<file path="src/rtl/layer_pkg.sv">
// Shared types and constants for the neuron layer collector: FSM states,
// accumulator width derivation and the sign-activation convention.
package layer_pkg;

  typedef enum logic [2:0] {
    IDLE  = 3'd0,
    CLEAR = 3'd1,
    RUN   = 3'd2,
    SCAN  = 3'd3,
    HOLD  = 3'd4
  } state_t;

  localparam int unsigned ACC_MULT = 4;

  // Activation bit produced for an accumulator value of exactly zero.
  localparam logic ACT_ZERO = 1'b1;

  function automatic int unsigned acc_width(input int unsigned width);
    return ACC_MULT * width;
  endfunction

endpackage

</file>
<file path="src/rtl/signed_max_step.sv">
// One step of a running signed argmax: takes the candidate on the first step
// or when strictly greater, so ties keep the lowest index.
module signed_max_step #(
  parameter int unsigned ACC_W = 32,
  parameter int unsigned IDX_W = 4
) (
  input  logic                    first,
  input  logic signed [ACC_W-1:0] cand,
  input  logic        [IDX_W-1:0] cand_idx,
  input  logic signed [ACC_W-1:0] cur_max,
  input  logic        [IDX_W-1:0] cur_idx,
  output logic signed [ACC_W-1:0] next_max_c,
  output logic        [IDX_W-1:0] next_idx_c
);

  always_comb begin
    next_max_c = cur_max;
    next_idx_c = cur_idx;
    if (first || (cand > cur_max)) begin
      next_max_c = cand;
      next_idx_c = cand_idx;
    end
  end

endmodule

</file>
<file path="src/rtl/neuron_layer_collector.sv">
// Drives a neuron bank through clear/run, snapshots its accumulators once all
// are done, then scans them into sign activations plus an argmax result.
module neuron_layer_collector
  import layer_pkg::*;
#(
  parameter  int unsigned N_NEURONS = 10,
  parameter  int unsigned WIDTH     = 8,
  parameter  int unsigned IDX_W     = $clog2(N_NEURONS),
  localparam int unsigned ACC_W     = acc_width(WIDTH)
) (
  input  logic                       clk,
  input  logic                       reset,
  input  logic                       start,
  input  logic [N_NEURONS*ACC_W-1:0] neuron_out,
  input  logic [N_NEURONS-1:0]       neuron_done,
  output logic                       neuron_en,
  output logic                       neuron_reset,
  output logic [N_NEURONS-1:0]       act_bits,
  output logic [IDX_W-1:0]           class_idx,
  output logic signed [ACC_W-1:0]    class_score,
  output logic                       out_valid,
  input  logic                       out_ready,
  output logic                       busy
);

  state_t                  state;
  logic signed [ACC_W-1:0] snap [N_NEURONS];
  logic [IDX_W-1:0]        k;
  logic signed [ACC_W-1:0] work_max;
  logic [IDX_W-1:0]        work_idx;
  logic [N_NEURONS-1:0]    work_act;

  logic signed [ACC_W-1:0] cand_c;
  logic signed [ACC_W-1:0] step_max_c;
  logic [IDX_W-1:0]        step_idx_c;
  logic [N_NEURONS-1:0]    act_next_c;
  logic                    last_c;

  // Scan datapath: current snapshot entry folded into the working results.
  always_comb begin
    cand_c        = snap[k];
    act_next_c    = work_act;
    act_next_c[k] = (cand_c == '0) ? ACT_ZERO : ~cand_c[ACC_W-1];
    last_c        = (k == IDX_W'(N_NEURONS - 1));
  end

  signed_max_step #(
    .ACC_W (ACC_W),
    .IDX_W (IDX_W)
  ) u_max_step (
    .first      (k == '0),
    .cand       (cand_c),
    .cand_idx   (k),
    .cur_max    (work_max),
    .cur_idx    (work_idx),
    .next_max_c (step_max_c),
    .next_idx_c (step_idx_c)
  );

  always_ff @(posedge clk or negedge reset) begin
    if (!reset) begin
      state        <= IDLE;
      neuron_en    <= 1'b0;
      neuron_reset <= 1'b0;
      act_bits     <= '0;
      class_idx    <= '0;
      class_score  <= '0;
      out_valid    <= 1'b0;
      busy         <= 1'b0;
      k            <= '0;
      work_max     <= '0;
      work_idx     <= '0;
      work_act     <= '0;
      for (int unsigned i = 0; i < N_NEURONS; i++) snap[i] <= '0;
    end else begin
      case (state)
        IDLE: begin
          if (start) begin
            state        <= CLEAR;
            neuron_reset <= 1'b1;
            busy         <= 1'b1;
          end
        end
        CLEAR: begin
          state        <= RUN;
          neuron_reset <= 1'b0;
          neuron_en    <= 1'b1;
        end
        RUN: begin
          if (&neuron_done) begin
            for (int unsigned i = 0; i < N_NEURONS; i++)
              snap[i] <= neuron_out[i*ACC_W +: ACC_W];
            neuron_en <= 1'b0;
            k         <= '0;
            state     <= SCAN;
          end
        end
        SCAN: begin
          work_max <= step_max_c;
          work_idx <= step_idx_c;
          work_act <= act_next_c;
          if (last_c) begin
            act_bits    <= act_next_c;
            class_idx   <= step_idx_c;
            class_score <= step_max_c;
            out_valid   <= 1'b1;
            state       <= HOLD;
          end else begin
            k <= k + IDX_W'(1);
          end
        end
        HOLD: begin
          // Result registers persist past the handshake; only valid drops.
          if (out_ready) begin
            out_valid <= 1'b0;
            if (start) begin
              state        <= CLEAR;
              neuron_reset <= 1'b1;
            end else begin
              state <= IDLE;
              busy  <= 1'b0;
            end
          end
        end
        default: begin
          state     <= IDLE;
          neuron_en <= 1'b0;
          busy      <= 1'b0;
        end
      endcase
    end
  end

endmodule

</file>
<file path="config.mk">
export PLATFORM = sky130hd
export DESIGN_NAME = neuron_layer_collector
export DESIGN_NICKNAME = d
export VERILOG_FILES = /design/src/rtl/layer_pkg.sv /design/src/rtl/signed_max_step.sv /design/src/rtl/neuron_layer_collector.sv
export SDC_FILE = /design/constraint.sdc
export NUM_CORES = 1
export LEC_CHECK = 0
export CAP_MARGIN = 20
export CORE_MARGIN = 1.5
export CORE_UTILIZATION = 40
export CTS_CLUSTER_DIAMETER = 50
export DETAILED_ROUTE_END_ITERATION = 12
export PLACE_DENSITY_LB_ADDON = 0.15
export REMOVE_ABC_BUFFERS = 1
export SLEW_MARGIN = 15
export SYNTH_ARGS = -nofsm -noshare
export SYNTH_HDL_FRONTEND = slang
export SYNTH_SLANG_ARGS = --single-unit
</file>
<file path="constraint.sdc">
create_clock -name clk -period 13.3 [get_ports clk]
set_input_delay 1.995 -clock clk [delete_from_list [all_inputs] [get_ports clk]]
set_output_delay 1.995 -clock clk [all_outputs]
set_load 0.05 [all_outputs]
</file>
==> reports/qor.csv, run 1 <==
metric,value,unit
outcome,"finished, final reports clean",
r2r-end,work_max[18]$_DFFE_PN0P_,
synth_mux_area_share,31.31,%
synthToLayoutAreaGrowth,31.80,%
synth_seq_cells,422,
via_count,13090,
ys_types,46,
maxCapViolations,0,
gr-usage-all-layers,20.98,%
finalClockSkew,0.01684,ns
synth-compound-area-share,6.421,%
clk_pin_slew,0.06,ns
async_reset_ff_share,100.0,%
cts_setup_buffers,0,
crit_start,k[0]$_DFFE_PN0P_,
initialDrtViolationCount,831,
routed_wl,52460,um
drive_above_1_share,29.25,%
nets,2150,
min_period,6.572,ns
grt_overflow,0,
cts_tree,built,
synth_top_area_share,53.76,%
post_cts_resized,0,
yosys_most_used_dff,dfrtp_1,
worstPathMaxFanout,37,
drc_errors,0,
synth_warnings,0,
ant_nets,0,
clock_tree.buffer_depth,3,
tns,0,ns
synthAdderAreaFrac,2.293,%
holdBufCountCts,0,
start_util,40.29,%
post_drt_wl_per_cell,21.10,um
worst_pin_slew,1.110,ns
dr.pass1.iters,5,
whs,0.4716,ns
synth.avg_cell_area,13.73,um2
clockRootBuffer,clkbuf_16,
portBuffers,383,
powerDensity,176.3,nW/um2
core_area,48750,um2
synth_cells,1431,
hpwl,35230,um
endpoint_kind,flip-flop,
grt_pass1_wl,81520,um
ios,384,
max_slew_margin,25.99,%
timing.fmax,0.1522,GHz
layout_commonest_cell,dfrtp_1,
route.met2.wl,25600,um
yosys.area_share.simple,3.185,%
grt_start_max_net_pins,183,
synth.yosys.seq_area_share,53.76,%
rows,81,
hold_viol,0,
power,4.564,mW
finalCritPeriodShare,49.41,%
p_leak,11.85,nW
startpoint_type,flip-flop,
synth_xor_xnor_area_share,0.1338,%
critPathArrivalTime,7.04,ns
synth_top_family_by_area,multiplexers,
vdd_drop_max,164.8,uV
synth_edf_count,0,
setup.worst_path.end,work_max[18]$_DFFE_PN0P_,
syn_area,19640,um2
synth.top_cells.by_area,"dfrtp_1, mux2_2, mux4_2",
final_cell_mix,"dfrtp_1, clkdlybuf4s50_1, mux2_2, nand2_1, mux2i_1",
wl_met3,3320,um
fp.dieW,224.6,um
die-area,50450,um2
rr_worst_depth,13,
wl_met1,22580,um
die_y,224.6,um
globalplace.congestion,0.7847,
cp.required,13.77,ns
top_layer,met5,
numCtsBuffers,51,
antenna_cells,0,
grt_pass1_vias,13760,
via_per_inst,5.265,
rsz0062_at_grt,false,
setup_viol,0,
r2r_slack,6.73,ns
h-tree-depth,2,
antenna_found_initial,3,
synth_top_cell_by_area,dfrtp_1,
slew_violations,0,
r2r-start,k[0]$_DFFE_PN0P_,
clk_latency,0.59,ns
hold_path_class,flip-flop to flip-flop,
cts.sinks,422,
path_class,flip-flop to flip-flop,
[registers in the layout, indices dropped and copies added (netlist names)]
| register | cells |
|---|---|
| act_bits | 10 |
| out_valid | 1 |
| class_score | 32 |
| state | 3 |
| snap | 320 |
| work_max | 32 |
| neuron_en | 1 |
| class_idx | 4 |
| neuron_reset | 1 |
| work_act | 9 |
| work_idx | 4 |
| k | 4 |
| busy | 1 |
[power breakdown]
| part | leakage, nW | internal (mW) | switching (mW) |
|---|---|---|---|
| Sequential | 5.82 | 1.41 | 0.135 |
| Clock | 0.869 | 0.900 | 0.566 |
| Combinational | 5.17 | 0.609 | 0.948 |
[synth_stat cells (4+ instances only)]
master    count
a21o_1        4
a21oi_1      14
mux2_2      355
nor2b_1       5
o22ai_1      31
clkbuf_1     85
mux4_2       64
o31ai_1       5
buf_6         4
ha_1         36
o21ai_0      58
inv_1        37
nand2_1      86
nor2_1       24
nand3_1       4
mux2i_1      71
nand4_1      10
buf_1        14
o41ai_1      31
a31oi_1      34
dfrtp_1     422
[how the worst min path moves through the flow]
stage | endpoint | startpoint | depth (start not counted) | slack [ns]
final | act_bits[5]$_DFFE_PN0P_ | work_act[5]$_DFFE_PN0P_ | 2 | 0.47
after floorplan | act_bits[1]$_DFFE_PN0P_ | work_act[1]$_DFFE_PN0P_ | 2 | 0.44
after global placement | act_bits[5]$_DFFE_PN0P_ | work_act[5]$_DFFE_PN0P_ | 2 | 0.46
after CTS | act_bits[5]$_DFFE_PN0P_ | work_act[5]$_DFFE_PN0P_ | 2 | 0.48
after detailed placement | act_bits[5]$_DFFE_PN0P_ | work_act[5]$_DFFE_PN0P_ | 2 | 0.46
after global routing | class_idx[3]$_DFFE_PN0P_ | class_idx[3]$_DFFE_PN0P_ | 1 | 0.50
[final cells by class]
type                    instances  area (um2)
inverters                      38       142.6
repair buffers                401        4015
flip-flops and latches        422       10570
clock inverters                21       287.8
fillers                      4200       22860
multi-input cells             866        8544
clock buffers                  74        1495
well taps                     664       830.8
[cells by family after synthesis]
| kind of cell | after synthesis |
|---|---|
| fa+ha+maj | 36 |
| xor+xnor | 3 |
| buf+inv | 143 |
| flops | 422 |
| mux | 490 |
| simple gates | 144 |
| compound gates | 193 |
[metal layers]
| metal | up-vias | track usage (%) |
|---|---|---|
| met5 | - | 0 |
| met4 | 2 | 5.694 |
| met3 | 62 | 5.330 |
| met2 | 307 | 34.24 |
| met1 | 6700 | 27.78 |
| li1 | 6019 | - |
[critical path, cell delays in order (launching register included)]
cell	delay (ns)
dfrtp_4	0.87
buf_4	0.75
buf_4	0.68
mux2i_1	0.27
o22a_1	0.39
clkinv_1	0.38
ha_1	0.51
nand4_1	0.19
nor4_1	0.53
a41oi_1	0.30
o31a_2	0.43
o31ai_4	0.26
buf_4	0.47
mux2_2	0.39
[per-stage QoR]
step           area (um2)  cells  util, %  setup WS, ns
2_1_floorplan       19220   1326        -        -5.063
3_3_place_gp        24080   2390    49.40         6.729
3_5_place_dp        24080   2390    49.40         6.605
4_1_cts             25860   2485    53.06         6.608
5_1_grt             25890   2486    53.11         6.132
6_report            25890   2486    53.11         6.728
Note: power is estimated with default switching activity, not from simulation.
==> run 2: changes to the inputs <==
Clock period 13.3 ns to 5.85 ns, I/O delays scaled along.
==> run 2 against run 1 <==
Effect of this change:
- first-iteration DRC count decreased by 18%
- global-route usage grew 0.19 points
- sequential power grew 130%
- largest power group unchanged
- hold slack worse by 0.12 ns
- critical endpoint is now work_max[24]$_DFFE_PN0P_
- critical path depth is 1 lower
==> reports/qor.csv, run 2 (synthesized netlist as in run 1, its figures left out) <==
metric,value,unit
outcome,"finished, final reports clean",
clk_pin_slew,0.06,ns
die-area,50450,um2
via_count,13180,
holdBufCountCts,0,
rows,81,
min_period,4.928,ns
fp.dieW,224.6,um
top_register,snap,
setup_slack,0.9217,ns
finalClockSkew,0.02154,ns
r2r-start,k[1]$_DFFE_PN0P_,
path_class,flip-flop to flip-flop,
setup_viol,0,
dr.pass1.iters,5,
via_per_inst,5.280,
portBuffers,383,
worst_pin_slew,1.091,ns
cts_tree,built,
max_slew_margin,26.99,%
tns,0,ns
timing.fmax,0.2029,GHz
fillers,4217,
post_drt_wl_per_cell,21.13,um
rr_worst_depth,12,
slew_violations,0,
cts.sinks,422,
p_leak,11.91,nW
grt_overflow,0,
core_area,48750,um2
largest_reg_flops,320,
nets,2164,
initialDrtViolationCount,679,
ios,384,
rsz0062_at_grt,false,
finalCritPeriodShare,84.24,%
grt_pass1_vias,14100,
endpoint_kind,flip-flop,
drive_above_1_share,29.64,%
critPathArrivalTime,5.39,ns
final_cell_mix,"dfrtp_1, clkdlybuf4s50_1, mux2_2, nand2_1, mux2i_1",
worstPathMaxFanout,31,
grt_pass1_wl,81940,um
routed_wl,52750,um
globalplace.congestion,0.7963,
vdd_drop_max,423.3,uV
cts_setup_buffers,0,
crit_start,k[1]$_DFFE_PN0P_,
numCtsBuffers,53,
cp.required,6.31,ns
hold_viol,0,
ant_nets,0,
hpwl,35990,um
layout_commonest_cell,dfrtp_1,
setup.worst_path.end,work_max[24]$_DFFE_PN0P_,
grt_start_max_net_pins,129,
drc_errors,0,
h-tree-depth,2,
maxCapViolations,0,
startpoint_type,flip-flop,
post_cts_resized,0,
clock_tree.buffer_depth,3,
antenna_found_initial,1,
gr-usage-all-layers,21.17,%
powerDensity,402.5,nW/um2
start_util,40.29,%
hold_path_class,input pin to asynchronous set/reset pin,
reg.largest.list,"snap (320), class_score (32), work_max (32)",
die_y,224.6,um
clockRootBuffer,clkbuf_16,
clk_latency,0.59,ns
synthToLayoutAreaGrowth,32.26,%
r2r-end,work_max[24]$_DFFE_PN0P_,
pre_cts_ws,0.9663,ns
r2r_slack,0.92,ns
[run 2: per-stage QoR]
stage	hold slack, ns	util, %	instances	instance area (um2)	power, mW
after global placement	0.4646	49.70	2403	24230	7.198
after detailed placement	0.4635	49.70	2403	24230	7.252
final	0.3540	53.29	2497	25980	10.46
after CTS	0.4030	53.29	2496	25980	10.59
after floorplan	0.4386	-	1326	19220	5.767
after global routing	0.4200	53.29	2497	25980	10.99
[run 2: layer usage]
layer  global-route usage [%]  part of all wire, %
met1                    28.04                   44
met2                    35.23                   49
met3                    4.468                  5.6
met4                    5.802                  2.0
met5                        0                    0
[run 2: layout make-up]
class	instances	area, um2	share of cell area (%)
Inverter	38	142.6	0.5490
Antenna cell	1	2.502	0.009632
Clock buffer	72	1468	5.649
Tap cell	664	830.8	3.198
Clock inverter	21	280.3	1.079
Timing Repair Buffer	413	4139	15.93
Sequential cell	422	10570	40.70
Multi-Input combinational cell	866	8544	32.89
[run 2: worst min path at each step]
stage                         endpoint  slack, ns                     from
2_1_floorplan  act_bits[1]$_DFFE_PN0P_       0.44  work_act[1]$_DFFE_PN0P_
5_1_grt          snap[285]$_DFFE_PN0P_       0.42                    reset
3_5_place_dp   act_bits[5]$_DFFE_PN0P_       0.46  act_bits[5]$_DFFE_PN0P_
6_report         snap[317]$_DFFE_PN0P_       0.35                    reset
3_3_place_gp   work_act[4]$_DFFE_PN0P_       0.46  work_act[4]$_DFFE_PN0P_
4_1_cts           snap[37]$_DFFE_PN0P_       0.40                    reset
[run 2: critical path, cell delays in order (launching register included)]
cell,delay [ns]
dfrtp_4,0.77
mux4_2,0.38
mux2i_1,0.14
o22a_1,0.42
clkinv_1,0.35
ha_1,0.49
nand4_1,0.18
nor4_1,0.56
a41oi_1,0.31
o31a_2,0.21
o31ai_4,0.18
buf_4,0.39
mux2_2,0.38
[run 2: where the power goes]
part | total, mW | switching [mW] | internal, mW
Clock | 3.27 | 1.26 | 2.02
Combinational | 3.65 | 2.19 | 1.45
Sequential | 3.53 | 0.336 | 3.20
Total | 10.5 | 3.79 | 6.67
